File: src/rtl/vtg_pkg.sv
// Shared definitions for the video timing / test pattern generator:
// pattern modes, default raster timing and the noise LFSR polynomial.
package vtg_pkg;

    localparam int unsigned CNT_W  = 12;
    localparam int unsigned LFSR_W = 16;

    // Fibonacci taps 16,14,13,11 expressed as a bit mask over q[15:0]
    localparam logic [LFSR_W-1:0] LFSR_TAPS = 16'hB400;

    localparam int unsigned DEF_H_ACTIVE = 529;
    localparam int unsigned DEF_H_SS     = 544;
    localparam int unsigned DEF_H_SE     = 590;
    localparam int unsigned DEF_H_TOTAL  = 638;
    localparam int unsigned DEF_NT_ACT   = 240;
    localparam int unsigned DEF_NT_VS    = 245;
    localparam int unsigned DEF_NT_VE    = 248;
    localparam int unsigned DEF_NT_TOT   = 262;
    localparam int unsigned DEF_PL_ACT   = 288;
    localparam int unsigned DEF_PL_VS    = 304;
    localparam int unsigned DEF_PL_VE    = 308;
    localparam int unsigned DEF_PL_TOT   = 312;

    typedef enum logic [2:0] {
        MODE_SOLID  = 3'd0,
        MODE_GRAD   = 3'd1,
        MODE_BARS   = 3'd2,
        MODE_NOISE  = 3'd3,
        MODE_SCROLL = 3'd4
    } vtg_mode_e;

    function automatic logic [LFSR_W-1:0] lfsr_step(input logic [LFSR_W-1:0] q);
        return {q[LFSR_W-2:0], ^(q & LFSR_TAPS)};
    endfunction

endpackage

File: src/rtl/vtg_lfsr.sv
// 16-bit noise LFSR. o_sample is the value for the current tick, so a
// load and a step on the same tick present step(seed) immediately.
module vtg_lfsr
    import vtg_pkg::*;
#(
    parameter int unsigned OUT_W = 8
) (
    input  logic              clk,
    input  logic              reset,
    input  logic              i_en,
    input  logic              i_load,
    input  logic              i_step,
    input  logic [LFSR_W-1:0] i_seed,
    output logic [OUT_W-1:0]  o_sample
);

    logic [LFSR_W-1:0] r_q;
    logic [LFSR_W-1:0] w_base;
    logic [LFSR_W-1:0] w_next;

    // all-zero is a lock-up state; recover by reloading the seed
    always_comb begin
        w_base = i_load ? i_seed : r_q;
        w_next = i_step ? lfsr_step(w_base) : w_base;
        if (w_next == '0) begin
            w_next = i_seed;
        end
    end

    always_ff @(posedge clk) begin
        if (reset) begin
            r_q <= i_seed;
        end else if (i_en) begin
            r_q <= w_next;
        end
    end

    assign o_sample = OUT_W'(w_next);

endmodule

File: src/rtl/vtg_pattern.sv
// Video timing generator with selectable test patterns. Timing select and
// pattern mode are latched at frame start so a frame is never mixed.
module vtg_pattern
    import vtg_pkg::*;
#(
    parameter int unsigned DATA_W     = 8,
    parameter int unsigned H_ACTIVE   = DEF_H_ACTIVE,
    parameter int unsigned H_SS       = DEF_H_SS,
    parameter int unsigned H_SE       = DEF_H_SE,
    parameter int unsigned H_TOTAL    = DEF_H_TOTAL,
    parameter int unsigned NT_ACT     = DEF_NT_ACT,
    parameter int unsigned NT_VS      = DEF_NT_VS,
    parameter int unsigned NT_VE      = DEF_NT_VE,
    parameter int unsigned NT_TOT     = DEF_NT_TOT,
    parameter int unsigned PL_ACT     = DEF_PL_ACT,
    parameter int unsigned PL_VS      = DEF_PL_VS,
    parameter int unsigned PL_VE      = DEF_PL_VE,
    parameter int unsigned PL_TOT     = DEF_PL_TOT,
    parameter logic [15:0] LFSR_SEED  = 16'hACE1,
    parameter int unsigned NOISE_LOCK = 1
) (
    input  logic              clk,
    input  logic              reset,
    input  logic              pal,
    input  logic              scandouble,
    input  logic [2:0]        mode,
    input  logic [DATA_W-1:0] level,
    output logic              ce_pix,
    output logic              HBlank,
    output logic              HSync,
    output logic              VBlank,
    output logic              VSync,
    output logic [DATA_W-1:0] video,
    output logic [7:0]        frame
);

    logic              r_ce;
    logic [CNT_W-1:0]  r_hc;
    logic [CNT_W-1:0]  r_vc;
    logic [7:0]        r_frame;
    logic              r_pal;
    logic              r_sd;
    vtg_mode_e         r_mode;
    logic              r_hblank;
    logic              r_hsync;
    logic              r_vblank;
    logic              r_vsync;
    logic [DATA_W-1:0] r_video;
    logic [7:0]        r_frame_o;

    logic              w_fstart;
    logic              w_pal;
    logic              w_sd;
    vtg_mode_e         w_mode;
    logic [CNT_W-1:0]  w_v_act;
    logic [CNT_W-1:0]  w_v_vs;
    logic [CNT_W-1:0]  w_v_ve;
    logic [CNT_W-1:0]  w_v_tot;
    logic              w_hblank;
    logic              w_hsync;
    logic              w_vblank;
    logic              w_vsync;
    logic [8:0]        w_ly;
    logic [8:0]        w_t;
    logic [7:0]        w_scroll8;
    logic [CNT_W-1:0]  w_div;
    logic [2:0]        w_bar;
    logic [7:0]        w_bar8;
    logic [DATA_W-1:0] w_noise;
    logic [DATA_W-1:0] w_video;

    // map an 8-bit level onto DATA_W bits (MSB-aligned)
    function automatic logic [DATA_W-1:0] scale8(input logic [7:0] v);
        return DATA_W'({v, {DATA_W{1'b0}}} >> 8);
    endfunction

    always_comb begin
        w_fstart = (r_hc == '0) && (r_vc == '0);
        w_pal    = w_fstart ? pal : r_pal;
        w_sd     = w_fstart ? scandouble : r_sd;
        w_mode   = w_fstart ? vtg_mode_e'(mode) : r_mode;

        w_v_act  = CNT_W'(w_pal ? PL_ACT : NT_ACT) << w_sd;
        w_v_vs   = CNT_W'(w_pal ? PL_VS  : NT_VS)  << w_sd;
        w_v_ve   = CNT_W'(w_pal ? PL_VE  : NT_VE)  << w_sd;
        w_v_tot  = CNT_W'(w_pal ? PL_TOT : NT_TOT) << w_sd;

        w_hblank = r_hc >= CNT_W'(H_ACTIVE);
        w_hsync  = (r_hc >= CNT_W'(H_SS)) && (r_hc < CNT_W'(H_SE));
        w_vblank = r_vc >= w_v_act;
        w_vsync  = (r_vc >= w_v_vs) && (r_vc < w_v_ve);

        w_ly      = 9'(w_sd ? (r_vc >> 1) : r_vc);
        w_t       = w_ly + 9'({r_frame, 2'b00});
        w_scroll8 = w_t[8] ? ~w_t[7:0] : w_t[7:0];

        w_div  = r_hc / CNT_W'(66);
        w_bar  = (w_div > CNT_W'(7)) ? 3'd7 : 3'(w_div);
        w_bar8 = 8'(w_bar) * 8'd36;

        case (w_mode)
            MODE_GRAD:   w_video = DATA_W'(r_hc[8:1]);
            MODE_BARS:   w_video = scale8(w_bar8);
            MODE_NOISE:  w_video = w_noise;
            MODE_SCROLL: w_video = scale8(w_scroll8);
            default:     w_video = level;
        endcase
        if (w_hblank || w_vblank) begin
            w_video = '0;
        end
    end

    vtg_lfsr #(
        .OUT_W (DATA_W)
    ) u_lfsr (
        .clk      (clk),
        .reset    (reset),
        .i_en     (r_ce),
        .i_load   (w_fstart && (NOISE_LOCK != 0)),
        .i_step   (!w_hblank && !w_vblank),
        .i_seed   (LFSR_SEED),
        .o_sample (w_noise)
    );

    // raster counters and registered outputs, advanced on ce ticks only
    always_ff @(posedge clk) begin
        if (reset) begin
            r_ce      <= 1'b0;
            r_hc      <= '0;
            r_vc      <= '0;
            r_frame   <= '0;
            r_pal     <= 1'b0;
            r_sd      <= 1'b0;
            r_mode    <= MODE_SOLID;
            r_hblank  <= 1'b0;
            r_hsync   <= 1'b0;
            r_vblank  <= 1'b0;
            r_vsync   <= 1'b0;
            r_video   <= '0;
            r_frame_o <= '0;
        end else begin
            r_ce <= scandouble ? 1'b1 : ~r_ce;
            if (r_ce) begin
                if (w_fstart) begin
                    r_pal  <= pal;
                    r_sd   <= scandouble;
                    r_mode <= vtg_mode_e'(mode);
                end
                if (r_hc == CNT_W'(H_TOTAL - 1)) begin
                    r_hc <= '0;
                    if (r_vc == w_v_tot - CNT_W'(1)) begin
                        r_vc    <= '0;
                        r_frame <= r_frame + 8'd1;
                    end else begin
                        r_vc <= r_vc + CNT_W'(1);
                    end
                end else begin
                    r_hc <= r_hc + CNT_W'(1);
                end
                r_hblank  <= w_hblank;
                r_hsync   <= w_hsync;
                r_vblank  <= w_vblank;
                r_vsync   <= w_vsync;
                r_video   <= w_video;
                r_frame_o <= r_frame;
            end
        end
    end

    assign ce_pix = r_ce;
    assign HBlank = r_hblank;
    assign HSync  = r_hsync;
    assign VBlank = r_vblank;
    assign VSync  = r_vsync;
    assign video  = r_video;
    assign frame  = r_frame_o;

endmodule

File: config.mk
export PLATFORM = sky130hd
export DESIGN_NAME = vtg_pattern
export DESIGN_NICKNAME = d
export VERILOG_FILES = /design/src/rtl/vtg_pkg.sv /design/src/rtl/vtg_lfsr.sv /design/src/rtl/vtg_pattern.sv
export SDC_FILE = /design/constraint.sdc
export NUM_CORES = 1
export LEC_CHECK = 0
export ABC_CLOCK_PERIOD_IN_PS = 10600
export BUFFER_PORTS_ARGS = -buffer_cell sky130_fd_sc_hd__buf_2
export CAP_MARGIN = 20
export CORE_UTILIZATION = 37
export CTS_CLUSTER_DIAMETER = 100
export CTS_CLUSTER_SIZE = 25
export DETAILED_ROUTE_END_ITERATION = 8
export HOLD_SLACK_MARGIN = 0.08
export SLEW_MARGIN = 5
export SYNTH_ARGS = -nofsm -noshare
export SYNTH_HDL_FRONTEND = slang
export SYNTH_SLANG_ARGS = --single-unit
File: constraint.sdc
create_clock -name clk -period 10.6 [get_ports clk]
set_input_delay 1.06 -clock clk [delete_from_list [all_inputs] [get_ports clk]]
set_output_delay 1.06 -clock clk [all_outputs]
set_load 0.01 [all_outputs]
==> impl_metrics.json, run 1 <==
{
  "status": "complete, no violations",
  "startpoint_type": "flop",
  "syn_nets": 740,
  "ctsResizeCount": 0,
  "fmax_ghz": 0.163,
  "setup_tns_ns": 0,
  "rows": 44,
  "holdPathStages": 2,
  "avgSynthCellArea_um2": 7.99,
  "die_y_um": 124,
  "crit_chain": "nor4_2 > nand2_1 > nor3_4 > mux2i_1 > inv_1 > ha_1 > inv_1 > ha_1 > a2111oi_0 > o21ai_0 > nor2_1 > nand2_1 > nor2_1 > o21ai_0 > a21oi_1 > o21ai_0 > a21oi_1",
  "port_buffers": 35,
  "yosys.area.top_type_share_pct": 26.9,
  "setup_viol": 0,
  "ys_ff_latch": 74,
  "tightest_slew_ns": 1.07,
  "ys_types": 92,
  "r2r_setup_slack_ns": 4.46,
  "grt_max_degree": 46,
  "cp_num_buf_inv": 2,
  "drt_iter0_drc": 370,
  "netlist_area_um2": 5510,
  "vdd_drop_max_mv": 0.0716,
  "r2r_cells": 17,
  "yosys_warnings": 0,
  "slew_violations": 0,
  "fillers": 1495,
  "die_x_um": 124,
  "rsz0062_at_grt": "no",
  "async_flop_share_pct": 0,
  "grt_use_total_pct": 20.7,
  "wirelength_um": 15100,
  "cts_max_path_buffers": 2,
  "die_area_um2": 15400,
  "synth_cells": 690,
  "synth_top_area_cell": "dfxtp_1",
  "vias": 5095,
  "cp.arrival_ns": 6.42,
  "area_growth_syn_to_layout_pct": 10.2,
  "netlist_top_cells_area": "dfxtp_1 27%, ha_1 7.7%, nor2_1 6.5%",
  "drv_cap": 0,
  "period_share_pct": 58.0,
  "synth_edf_count": 0,
  "ios": 36,
  "core_um2": 14500,
  "antenna_found_initial": 0,
  "post_cts_buffers": 0,
  "wl_per_cell_um": 17.0,
  "fin_crit_ns": 6.14,
  "overflow": 0,
  "ys.flop_type": "dfxtp_1",
  "ant_nets": 0,
  "p_clk_share_pct": 45.2,
  "crit_slowest_cell": "nor2_1",
  "cp_slowest_stage_delay_ns": 0.72,
  "finClkSkew_ns": 0.00676,
  "clkSlewWorstSetupHoldPaths_ns": 0.06,
  "power.total_mw": 0.786,
  "critical-path-top-delay-family": "simple AND/OR/NAND/NOR gates",
  "hpwl_um": 11200,
  "p_per_area_nw_per_um2": 129,
  "hold_violations": 0,
  "worstHoldStart": "video[4]$_SDFFE_PP0P_",
  "cts.sink_count": 74,
  "crit_path_frequent_cell": "o21ai_0",
  "holdCritPathClass": "flop to flop",
  "grt_pass1_wl_um": 24800,
  "maxSlewHeadroom_pct": 27.9,
  "first_pass_iters": 5,
  "power_frac_seq_pct": 38.5,
  "clock_latency_ns": 0.34,
  "p_switching_mw": 0.213,
  "worst_ep_required_time_ns": 10.88,
  "initial_core_util_pct": 37.9,
  "crit_path_max_fanout": 19,
  "cts_buffers": 9,
  "crit_type": "flop to flop",
  "gp_congestion": 0.969,
  "vias_per_cell": 5.74,
  "rr_startpoint": "r_hc[8]$_SDFFE_PP0P_",
  "drcViolationCount": 0,
  "cts_tree": "yes",
  "pwr-share-comb_pct": 16.3,
  "cts_root_buf": "clkbuf_16",
  "antenna_cells": 0,
  "end_kind": "flop",
  "p_int_mw": 0.573,
  "cts_hold_buffers": 0,
  "fin_nets": 750,
  "drive_above_1_share_pct": 13.4,
  "whs_endpoint": "video[4]$_SDFFE_PP0P_",
  "netSwitchingFraction_pct": 27.1,
  "grt_pass1_vias": 4824,
  "h-tree-depth": 3,
  "synth_seq_area_share_pct": 26.9,
  "r2r_end": "video[2]$_SDFFE_PP0P_",
  "p_leak_nw": 2.40
}
-- cells in the mapped netlist, types with 3 or more instances --
master	number
nor2_1	95
dfxtp_1	74
nand2_1	59
a21oi_1	45
ha_1	34
xnor2_1	34
o21ai_0	33
inv_1	24
mux2i_1	20
nor3_1	20
clkbuf_1	19
nand3_1	19
xor2_1	18
nand4_1	17
buf_2	13
nand2b_1	11
a211oi_1	10
and3_1	7
mux2_2	7
a31oi_1	6
nor4_1	6
buf_6	5
nor2b_1	5
or2_2	5
a21o_1	4
and2_1	4
o221ai_1	4
o22ai_1	4
o31ai_1	4
or3_1	4
a2111oi_0	3
o2111ai_1	3
o211ai_1	3
o21a_1	3
-- placed cells by master, fill, tap and decap left out, drive strengths merged, types with 3 or more instances in the layout --
cell | synthesis | final
mux2 | 7 | 7
clkbuf | 19 | 10
nand4 | 18 | 18
nand2 | 60 | 60
a22oi | 3 | 3
bufinv | 0 | 3
or3 | 4 | 4
o2111ai | 3 | 3
o31ai | 5 | 5
dfxtp | 74 | 74
o211ai | 4 | 4
a31oi | 7 | 7
nor4 | 8 | 8
ha | 34 | 34
xor2 | 18 | 18
buf | 19 | 37
nand3 | 20 | 20
or2 | 6 | 6
and2 | 4 | 4
nor3 | 23 | 23
nor2 | 96 | 96
nor2b | 6 | 6
a21o | 4 | 4
o21ai | 35 | 35
xnor2 | 35 | 35
a311oi | 3 | 3
a2111oi | 3 | 3
mux2i | 20 | 20
o21a | 3 | 3
nand2b | 11 | 11
o22ai | 4 | 4
and3 | 7 | 7
o221ai | 4 | 4
a211oi | 10 | 10
or4 | 3 | 3
a21oi | 46 | 46
inv | 24 | 24
-- flip-flops by register name, summed over array words and instances (netlist names), 3 cells and up --
name and cells:
frame 8, video 8, u_lfsr.r_q 16, r_frame 8, r_vc 12, r_mode 3, r_hc 12
-- worst max path at each step --
stage	endpoint	from	depth (start not counted)	slack (ns)
2_1_floorplan	video[5]$_SDFFE_PP0P_	r_hc[7]$_SDFFE_PP0P_	18	5.66
3_3_place_gp	video[0]$_SDFFE_PP0P_	r_hc[8]$_SDFFE_PP0P_	18	4.69
3_5_place_dp	video[0]$_SDFFE_PP0P_	r_hc[8]$_SDFFE_PP0P_	18	4.56
4_1_cts	video[2]$_SDFFE_PP0P_	r_hc[8]$_SDFFE_PP0P_	17	4.54
5_1_grt	video[7]$_SDFFE_PP0P_	r_hc[8]$_SDFFE_PP0P_	18	3.88
6_report	video[2]$_SDFFE_PP0P_	r_hc[8]$_SDFFE_PP0P_	17	4.46
-- cell families (layout without fill, tap and decap cells) --
family | after synthesis | count (layout) | share of synthesized area, %
adders and majority gates | 35 | 35 | 8.08
and+or+nand+nor | 279 | 279 | 25.8
AOI/OAI and AO/OA | 159 | 159 | 20.3
DFF | 74 | 74 | 26.9
muxes | 27 | 27 | 5.06
buffers and inverters | 63 | 77 | 5.34
xor gates and xnor gates | 53 | 53 | 8.56
-- through the flow --
step	hold slack (ns)	util (%)	std cells	instance area [um2]	setup slack, ns
2_1_floorplan	0.446	-	690	5510	5.66
3_3_place_gp	0.453	39.4	873	5730	4.69
3_5_place_dp	0.454	39.4	873	5730	4.56
4_1_cts	0.464	41.8	888	6070	4.54
5_1_grt	0.483	41.8	888	6070	3.88
6_report	0.459	41.8	888	6070	4.46
-- layer usage --
metal	vias up	wire length, um	share of wire (%)	global-route usage [%]
met5	-	0	0	0
met4	0	213	1.4	5.28
met3	21	735	4.9	4.72
met2	138	7030	47	34.2
met1	2444	7130	47	27.0
li1	2492	-	-	-
-- power groups by stage --
stage	clock network, mW	logic, mW	registers (mW)
after global placement	0	0.125	0.308
after floorplan	0	0.0961	0.304
final	0.355	0.128	0.302
after detailed placement	0	0.126	0.308
after CTS	0.361	0.127	0.302
after global routing	0.373	0.144	0.304
-- worst min-delay path, stage by stage, from the launching register on --
cell,delay [ns]
dfxtp_1,0.30
nand2_1,0.06
a21oi_1,0.05
-- layout make-up --
| cell class | instances | area, um2 | share of cell area (%) |
|---|---|---|---|
| Clock inverter | 5 | 103 | 1.69 |
| Timing Repair Buffer | 37 | 190 | 3.13 |
| Inverter | 25 | 93.8 | 1.55 |
| Sequential cell | 74 | 1480 | 24.4 |
| Clock buffer | 10 | 239 | 3.93 |
| Multi-Input combinational cell | 553 | 3730 | 61.5 |
| Tap cell | 184 | 230 | 3.79 |
(Power assumes the default switching activity.)
==> inputs of run 2 (changes only) <==
--- a/config.mk
+++ b/config.mk
@@ -5,7 +5,7 @@
 export SDC_FILE = /design/constraint.sdc
 export NUM_CORES = 1
 export LEC_CHECK = 0
-export ABC_CLOCK_PERIOD_IN_PS = 10600
+export ABC_CLOCK_PERIOD_IN_PS = 6200
 export BUFFER_PORTS_ARGS = -buffer_cell sky130_fd_sc_hd__buf_2
 export CAP_MARGIN = 20
 export CORE_UTILIZATION = 37
==> constraint.sdc (replaced) <==
create_clock -name clk -period 6.2 [get_ports clk]
set_input_delay 0.62 -clock clk [delete_from_list [all_inputs] [get_ports clk]]
set_output_delay 0.62 -clock clk [all_outputs]
set_load 0.01 [all_outputs]
==> impl_metrics.json, run 2 (synthesis results as in run 1) <==
{
  "crit_type": "flop to flop",
  "grt_pass1_wl_um": 24500,
  "startpoint": "r_hc[7]$_SDFFE_PP0P_",
  "r2r_end": "video[7]$_SDFFE_PP0P_",
  "rsz0062_at_grt": "no",
  "wl_per_cell_um": 17.0,
  "grtUsageMet3_pct": 5.86,
  "layout_commonest_cell": "nor2_1",
  "core_um2": 14500,
  "placed_area_um2": 5780,
  "initial_core_util_pct": 37.9,
  "cts_hold_buffers": 0,
  "area_growth_syn_to_layout_pct": 10.0,
  "h-tree-depth": 3,
  "die_y_um": 124,
  "overflow": 0,
  "cp-endpoint": "video[7]$_SDFFE_PP0P_",
  "antenna_cells": 0,
  "regMostFlops": "u_lfsr.r_q",
  "vdd_drop_max_mv": 0.157,
  "crit_slowest_cell": "nor4_2",
  "ctsResizeCount": 0,
  "r2r_setup_slack_ns": 0.66,
  "largestRegisters": "u_lfsr.r_q: 16 flops, r_hc: 12 flops, r_vc: 12 flops",
  "hold_violations": 0,
  "crit_path_max_fanout": 14,
  "drive_above_1_share_pct": 13.8,
  "cp_slowest_stage_delay_ns": 0.55,
  "p_per_area_nw_per_um2": 207,
  "drt_iter0_drc": 524,
  "status": "complete, no violations",
  "clkSlewWorstSetupHoldPaths_ns": 0.06,
  "ant_nets": 0,
  "die_x_um": 124,
  "cts_tree": "yes",
  "rr_startpoint": "r_hc[7]$_SDFFE_PP0P_",
  "holdCritPathClass": "flop to flop",
  "startpoint_type": "flop",
  "clock_latency_ns": 0.34,
  "gr-usage-met1_pct": 25.7,
  "largest_reg_flops": 16,
  "cts_max_path_buffers": 2,
  "finClkSkew_ns": 0.00912,
  "post_cts_buffers": 0,
  "vias_per_cell": 5.76,
  "busiest_layer": "met2",
  "setup_viol": 0,
  "fmax_ghz": 0.181,
  "vias": 5149,
  "cp.arrival_ns": 5.79,
  "gp_congestion": 0.969,
  "die_area_um2": 15400,
  "rows": 44,
  "wirelength_um": 15200,
  "grt_use_total_pct": 20.6,
  "use_met2_pct": 34.0,
  "setup_tns_ns": 0,
  "final_cell_mix": "95 x nor2_1, 73 x dfxtp_1, 59 x nand2_1",
  "grt_max_degree": 46,
  "antenna_found_initial": 0,
  "stdcell_area_um2": 6060,
  "fin_nets": 756,
  "tightest_slew_ns": 1.15,
  "worst_ep_required_time_ns": 6.45,
  "period_share_pct": 89.3,
  "maxSlewHeadroom_pct": 22.6,
  "crit_chain": "nor4_2 > nand2_1 > nor3_4 > mux2i_1 > inv_1 > ha_1 > inv_1 > ha_1 > a2111oi_0 > o21ai_0 > nor2_1 > nand3_1 > o22a_1 > nor3_2 > or2_0 > o221a_2 > a211oi_1 > o31ai_1",
  "drcViolationCount": 0,
  "drv_cap": 0,
  "end_kind": "flop",
  "slew_violations": 0,
  "fin_crit_ns": 5.54,
  "p_leak_nw": 2.40,
  "ios": 36,
  "fillers": 1509,
  "port_buffers": 35,
  "cts_buffers": 9,
  "first_pass_iters": 6,
  "cts_root_buf": "clkbuf_16",
  "r2r_cells": 18,
  "cts.sink_count": 74,
  "hpwl_um": 11200,
  "grt_pass1_vias": 4918
}
## run 2: changes by cell type in the layout (fill, tap and decap cells not counted)
cell | before | now
buf_4 | 2 | 8
bufinv_16 | 3 | 1
clkbuf_1 | 0 | 2
clkinv_2 | 1 | 2
clkinvlp_4 | 1 | 0
## run 2: how the worst min path moves through the flow
stage	depth (start not counted)	end	from	slack, ns
CTS	2	video[4]$_SDFFE_PP0P_	video[4]$_SDFFE_PP0P_	0.46
global route	2	video[4]$_SDFFE_PP0P_	video[4]$_SDFFE_PP0P_	0.48
finish	2	video[4]$_SDFFE_PP0P_	video[4]$_SDFFE_PP0P_	0.46
detailed placement	2	video[4]$_SDFFE_PP0P_	video[4]$_SDFFE_PP0P_	0.46
floorplan	2	u_lfsr.r_q[14]$_SDFFE_PP0P_	u_lfsr.r_q[14]$_SDFFE_PP0P_	0.45
global placement	2	video[4]$_SDFFE_PP0P_	video[4]$_SDFFE_PP0P_	0.45
## run 2: power by group
part | internal (mW) | total (mW) | switching [mW]
clock network | 0.319 | 0.514 | 0.195
logic | 0.0869 | 0.223 | 0.136
registers | 0.494 | 0.517 | 0.0237
## run 2: final cells by class
cell class              count  area (um2)  share of cell area, %
inverters                  25        93.8                   1.55
well taps                 184         230                   3.80
clock inverters             3        40.0                  0.660
clock buffers              12         246                   4.07
flip-flops and latches     74        1480                   24.5
repair buffers             43         235                   3.88
multi-input cells         553        3730                   61.6
## run 2: stage by stage
stage               setup slack [ns]  utilization (%)  instances  power (mW)  hold WS (ns)
floorplan                       1.26                -        690       0.684         0.446
finish                         0.663             41.7        894        1.25         0.459
global route                   0.120             41.7        894        1.32         0.481
CTS                            0.696             41.7        894        1.27         0.464
global placement               0.890             39.7        879       0.745         0.452
detailed placement             0.704             39.7        879       0.747         0.457
## run 2: layer usage
layer  part of all wire (%)  vias to the layer above  routed length [um]
met5                      0                        -                   0
met4                    1.8                        0                 271
met3                    6.5                       24                 989
met2                     47                      188                7210
met1                     44                     2424                6780
li1                       -                     2513                   -
## run 2: critical path: cells and delay by family (launching register included)
kind / cells / cell delay (ns)
AOI/OAI and AO/OA: 6 / 1.42
and+or+nand+nor: 7 / 2.29
muxes: 1 / 0.46
DFF: 1 / 0.46
adders and majority gates: 2 / 0.53
buffers and inverters: 2 / 0.28
